`config.mk`:
```
export PLATFORM = sky130hd
export DESIGN_NAME = dino_jump_ctrl
export DESIGN_NICKNAME = d
export VERILOG_FILES = /design/src/rtl/dino_jump_ctrl_pkg.sv /design/src/rtl/dino_jump_ctrl_rise_detect.sv /design/src/rtl/dino_jump_ctrl.sv
export SDC_FILE = /design/constraint.sdc
export NUM_CORES = 1
export LEC_CHECK = 0
export CAP_MARGIN = 5
export CORE_MARGIN = 2
export CORE_UTILIZATION = 40
export DETAILED_ROUTE_END_ITERATION = 8
export DONT_BUFFER_PORTS = 1
export HOLD_SLACK_MARGIN = 0.15
export PLACE_DENSITY = 0.65
export RECOVER_POWER = 100
export REMOVE_ABC_BUFFERS = 1
export SYNTH_ARGS = -nofsm -noshare
export SYNTH_HDL_FRONTEND = slang
export SYNTH_SLANG_ARGS = --single-unit
```
`constraint.sdc`:
```
create_clock -name clk -period 4 [get_ports clk]
set_clock_uncertainty 0.15 [all_clocks]
set_input_delay 0 -clock clk [delete_from_list [all_inputs] [get_ports clk]]
set_output_delay 0 -clock clk [all_outputs]
set_load 0.02 [all_outputs]
```
`src/rtl/dino_jump_ctrl_pkg.sv`:
```
// Shared constants, state encoding and helpers for the dino vertical-motion engine.
// Geometry is in VGA pixels; velocities are px/frame, upward positive.
package dino_jump_ctrl_pkg;

    localparam int GROUND = 335;
    localparam int DINO_H = 60;

    localparam logic [9:0]        GROUND_Y     = 10'(GROUND - DINO_H);
    localparam logic [31:0]       DINO_X       = 32'd50;
    localparam logic signed [7:0] JUMP_V0      = 8'sd12;
    localparam logic signed [7:0] GRAVITY      = 8'sd1;
    localparam logic signed [7:0] FAST_GRAVITY = 8'sd3;
    localparam logic [9:0]        LAUNCH_Y     = GROUND_Y - 10'(JUMP_V0);

    typedef enum logic [1:0] {
        ST_GROUND = 2'd0,
        ST_AIR    = 2'd1,
        ST_HALT   = 2'd2
    } state_t;

    function automatic logic signed [10:0] sext_vel(input logic signed [7:0] v);
        return {{3{v[7]}}, v};
    endfunction

endpackage

```
`src/rtl/dino_jump_ctrl_rise_detect.sv`:
```
// Purpose: two-flop sampler plus AND-NOT edge detect on a slow frame clock.
// Latency: strobe is high for one clk, one edge after the input is first sampled high.
// Backpressure: none; free-running strobe.
module rise_detect (
    input  logic clk,
    input  logic reset,
    input  logic d,
    output logic strobe
);

    logic q1;
    logic q2;

    always_ff @(posedge clk or posedge reset) begin
        if (reset) begin
            q1 <= 1'b0;
            q2 <= 1'b0;
        end else begin
            q1 <= d;
            q2 <= q1;
        end
    end

    assign strobe = q1 & ~q2;

endmodule

```
`src/rtl/dino_jump_ctrl.sv`:
```
// Purpose: per-frame jump/gravity physics turning up/down into the dino sprite position.
// Latency: dino_y moves two clk edges after frame_tick rises.
// Backpressure: none; game_over freezes all motion until reset.
import dino_jump_ctrl_pkg::*;

module dino_jump_ctrl (
    input  logic        clk,
    input  logic        reset,
    input  logic        frame_tick,
    input  logic        up,
    input  logic        down,
    input  logic        game_over,
    output logic [31:0] dino_x,
    output logic [31:0] dino_y,
    output logic        airborne,
    output logic        ducking
);

    logic               strobe;
    state_t             state, state_n;
    logic [9:0]         y, y_n;
    logic signed [7:0]  vel, vel_n, g;
    logic signed [10:0] y_calc;
    logic               duck_n, air_n;

    rise_detect u_frame_edge (
        .clk    (clk),
        .reset  (reset),
        .d      (frame_tick),
        .strobe (strobe)
    );

    always_ff @(posedge clk or posedge reset) begin
        if (reset) begin
            state    <= ST_GROUND;
            y        <= GROUND_Y;
            vel      <= '0;
            ducking  <= 1'b0;
            airborne <= 1'b0;
        end else begin
            state    <= state_n;
            y        <= y_n;
            vel      <= vel_n;
            ducking  <= duck_n;
            airborne <= air_n;
        end
    end

    // 11-bit signed so a fall past the ground or a climb above row 0 is visible before clamping
    always_comb begin
        state_n = state;
        y_n     = y;
        vel_n   = vel;
        duck_n  = ducking;
        air_n   = airborne;
        g       = down ? FAST_GRAVITY : GRAVITY;
        y_calc  = signed'({1'b0, y}) - sext_vel(vel);

        if (game_over) begin
            state_n = ST_HALT;
        end else begin
            case (state)
                ST_GROUND: begin
                    y_n = GROUND_Y;
                    if (strobe) begin
                        duck_n = down;
                        if (up) begin
                            y_n     = LAUNCH_Y;
                            vel_n   = JUMP_V0 - g;
                            state_n = ST_AIR;
                            air_n   = 1'b1;
                        end
                    end
                end
                ST_AIR: begin
                    if (strobe) begin
                        duck_n = 1'b0;
                        if (y_calc >= signed'({1'b0, GROUND_Y})) begin
                            y_n     = GROUND_Y;
                            vel_n   = '0;
                            state_n = ST_GROUND;
                            air_n   = 1'b0;
                        end else begin
                            y_n   = y_calc[10] ? 10'd0 : y_calc[9:0];
                            vel_n = vel - g;
                        end
                    end
                end
                default: ;
            endcase
        end
    end

    assign dino_x = DINO_X;
    assign dino_y = {22'd0, y};

endmodule
```
==> results.tsv <==
stage	metric	value	unit
setup_path	critical_path.cell_chain	inv_1 -> ha_1 -> inv_1 -> fa_1 -> a21oi_1 -> o221ai_1 -> a2111oi_1 -> nor3_1 -> a311oi_4 -> buf_4 -> a211oi_1 -> dlygate4sd3_1	
synthesis	synthesis.instances	252	
job	maxCapViolCount	0	
power	p_sw	272	uW
finish	mostFrequentLayoutCells	conb_1 (54), inv_1 (20), dfrtp_1 (20)	
setup_path	path_max_fanout	9	
synthesis	synthDistinctLibCells	53	
floorplanning	start_util	40.8	%
power	power_frac_clock	28.5	%
setup_path	ff2ff_path_depth	12	
clock_network	clk_transition_reported_paths	0.09	ns
clock_network	cts_tree	yes	
setup_path	reg2reg_setup_slack	0.41	ns
min_path	holdPathStages	6	
timing	setup_tns	0	ns
detailed_routing	drtAntennaViolNets	0	
setup_path	r2r-end	state[0]$_DFFE_PP0P_	
timing	setup_viol_count_final	0	
place	dpl.hpwl	3320	um
detailed_routing	drt_iter0_markers	135	
timing	slew_viol_final	0	
floorplanning	die_area	6120	um^2
clock_network	htree_levels	1	
grt	grt_max_degree	25	
finish	antennaDiodeCount	0	
clock_network	clock_sinks	24	
grt	grt_pass1_wl	7010	um
synthesis	syn_area_per_cell	8.74	um^2
finish	regArea	606	um^2
power	seqPwrFrac	37.4	%
power	p_comb_share	34.1	%
setup_path	regToRegStartpoint	y[0]$_DFFE_PP1P_	
detailed_routing	wl_per_cell	12.8	um
grt	grt_pass1_vias	1441	
setup_path	crit_top_cell	inv_1	
power	vdd_drop_max	0.132	mV
detailed_routing	routed_wl	4290	um
grt	antenna_found_initial	0	
min_path	holdCritStartpoint	down	
setup_path	end_kind	flop	
finish	finalNetCount	283	
clock_network	clk_path_buf_depth	2	
floorplanning	die_x	78.2	um
timing	finalHoldViolCount	0	
clock_network	root_buffer	clkbuf_8	
setup_path	cp_slowest_cell	dlygate4sd3_1	
synthesis	ys_ff_latch	24	
detailed_routing	first_pass_iters	4	
grt	grt_remaining_overflow	0	
timing	fmax	278	MHz
finish	final_common_cell	conb_1	
detailed_routing	viasPerCell	4.95	
synthesis	syn_area	2200	um^2
place	io_buffers	0	
synthesis	yosysSeqAreaShare	27.5	%
finish	area_growth	1.31	%
floorplanning	core-area	5410	um^2
timing	worstMarginPinSlew	0.920	ns
setup_path	critPathRequiredTime	4.01	ns
setup_path	worstSetupEndpoint	state[0]$_DFFE_PP0P_	
grt	grtUsageTotal	14.4	%
setup_path	critPathMaxStageDelay	0.55	ns
finish	final_layout_size_suffix_gt1_share	6.84	%
clock_network	cts_made_buffers	3	
finish	multi_input_comb_area	1280	um^2
timing	maxSlewHeadroom	38.6	%
synthesis	synth_edf_count	0	
floorplanning	rows	27	
setup_path	crit_path_start	y[0]$_DFFE_PP1P_	
min_path	hp-class	in2reg	
timing	rsz0062_at_grt	false	
timing	final.min_clock_period	3.59	ns
setup_path	cp-start-kind	flop	
finish	fill_cells	551	
setup_path	criticalPathCategory	reg2reg	
power	p_leak	0.00103	uW
finish	fin_util	41.3	%
detailed_routing	num_vias	1657	
setup_path	worstPathArrival	3.60	ns
power	p_sw_share	35.8	%
synthesis	ys_warn_count	0	
place	gp_congestion	0.881	
clock_network	clock_latency	0.27	ns
synthesis	synth_ff_type	dfrtp_1	
detailed_routing	drc_errors	0	
power	power.density	341	nW/um^2
timing	fin_crit_sh	89.8	%
power	power	761	uW
power	internal_power	488	uW
floorplanning	die_h	78.2	um
synthesis	synth-async-reset-ratio	100	%
run_status	status	complete, no violations	
floorplanning	ioPinCount	72	
==> registers in the layout, summed over array words and instances, names as in the netlist <==
name	flops
airborne	1
ducking	1
state	2
u_frame_edge.q1	1
u_frame_edge.q2	1
vel	8
y	10
==> stage by stage <==
stage	std cells	worst slack, ns	hold slack, ns	cell area (um^2)
final	335	0.407	0.181	2230
after global routing	335	0.119	0.265	2230
after CTS	329	0.195	0.182	2200
after detailed placement	318	0.558	-0.119	2060
after global placement	318	0.651	-0.119	2060
after floorplan	246	0.942	-0.138	1970
==> layout make-up <==
type                       instances  share of cell area, %
sequential                        24                   27.1
clock inverter                     1                   1.35
timing repair buffer              13                   4.82
tap                               72                   4.04
clock buffer                       3                   1.85
inverter                          20                   3.36
multi-input combinational        202                   57.5
==> what timing repair did <==
| item | 4_1_cts | 5_1_grt |
|---|---|---|
| buffers inserted | 0 | 6 |
| hold buffers | 7 | 0 |
| endpoints found under the setup margin | 0 | 1 |
| endpoints found under the hold margin | 34 | 0 |
| gates resized for setup | 0 | 0 |
==> power by group through the flow <==
stage / Combinational [uW] / Clock [uW] / Sequential (uW)
after floorplan: 199 / 0 / 286
after CTS: 242 / 223 / 286
after detailed placement: 235 / 0 / 291
final: 260 / 217 / 284
after global routing: 290 / 234 / 287
after global placement: 233 / 0 / 291
==> worst min-delay path by stage <==
| stage | end | slack [ns] |
|---|---|---|
| after floorplan | airborne$_DFFE_PP0P_ | -0.14 |
| after detailed placement | u_frame_edge.q1$_DFF_PP0_ | -0.12 |
| after CTS | vel[3]$_DFFE_PP0P_ | 0.18 |
| final | vel[3]$_DFFE_PP0P_ | 0.18 |
| after global placement | u_frame_edge.q1$_DFF_PP0_ | -0.12 |
| after global routing | vel[3]$_DFFE_PP0P_ | 0.26 |
==> kinds of logic after synthesis <==
family | Yosys count | share of synthesized area (%)
xor gates and xnor gates | 5 | 1.99
AOI/OAI and AO/OA | 65 | 23.5
muxes | 1 | 0.454
adders and majority gates | 13 | 8.06
other | 2 | 0.341
DFF | 24 | 27.5
buffers and inverters | 78 | 22.8
and+or+nand+nor | 64 | 15.4
==> critical path, delay by kind of cell (launching register included) <==
family                   cells  cell delay, ns
AO/OA/AOI/OAI                5            1.25
adder cells (fa/ha/maj)      2            0.57
buffers and inverters        4            0.86
flip-flops                   1            0.42
AND/OR/NAND/NOR              1            0.23
==> cells in the mapped netlist (2+ instances only) <==
cell / instances / area share, %
nor3_1: 7 / 1.6
conb_1: 2 / 0.34
fa_1: 2 / 1.8
o21ai_1: 8 / 1.8
a211oi_1: 5 / 1.7
o211ai_1: 2 / 0.68
dfstp_2: 4 / 4.8
ha_1: 11 / 6.2
and3_1: 4 / 1.1
o31ai_1: 3 / 1.0
or2_1: 2 / 0.57
o21a_1: 3 / 1.0
inv_1: 20 / 3.4
and2_1: 2 / 0.57
a221oi_1: 2 / 0.80
or3_1: 4 / 1.1
nand2b_1: 4 / 1.1
a211o_1: 4 / 1.6
dfrtp_1: 20 / 23
a21o_1: 4 / 1.4
nor2b_1: 4 / 1.1
clkbuf_1: 3 / 0.51
nor2_1: 13 / 2.2
o21ai_0: 5 / 1.1
nand3b_1: 3 / 1.0
a22o_1: 2 / 0.80
nand2_1: 12 / 2.0
buf_4: 54 / 18
o41ai_1: 2 / 0.80
xor2_1: 4 / 1.6
o41ai_2: 2 / 1.5
a21oi_1: 10 / 2.3
nand3_1: 5 / 1.1
==> metal layers <==
layer	wire, um	vias up	global-route usage [%]	share of wire [%]
li1	-	809	-	-
met1	1870	784	19.0	44
met2	2080	60	24.4	49
met3	265	4	2.07	6.2
met4	68	0	4.39	1.6
met5	0	-	0	0
Power figures use the tool's default switching activity.
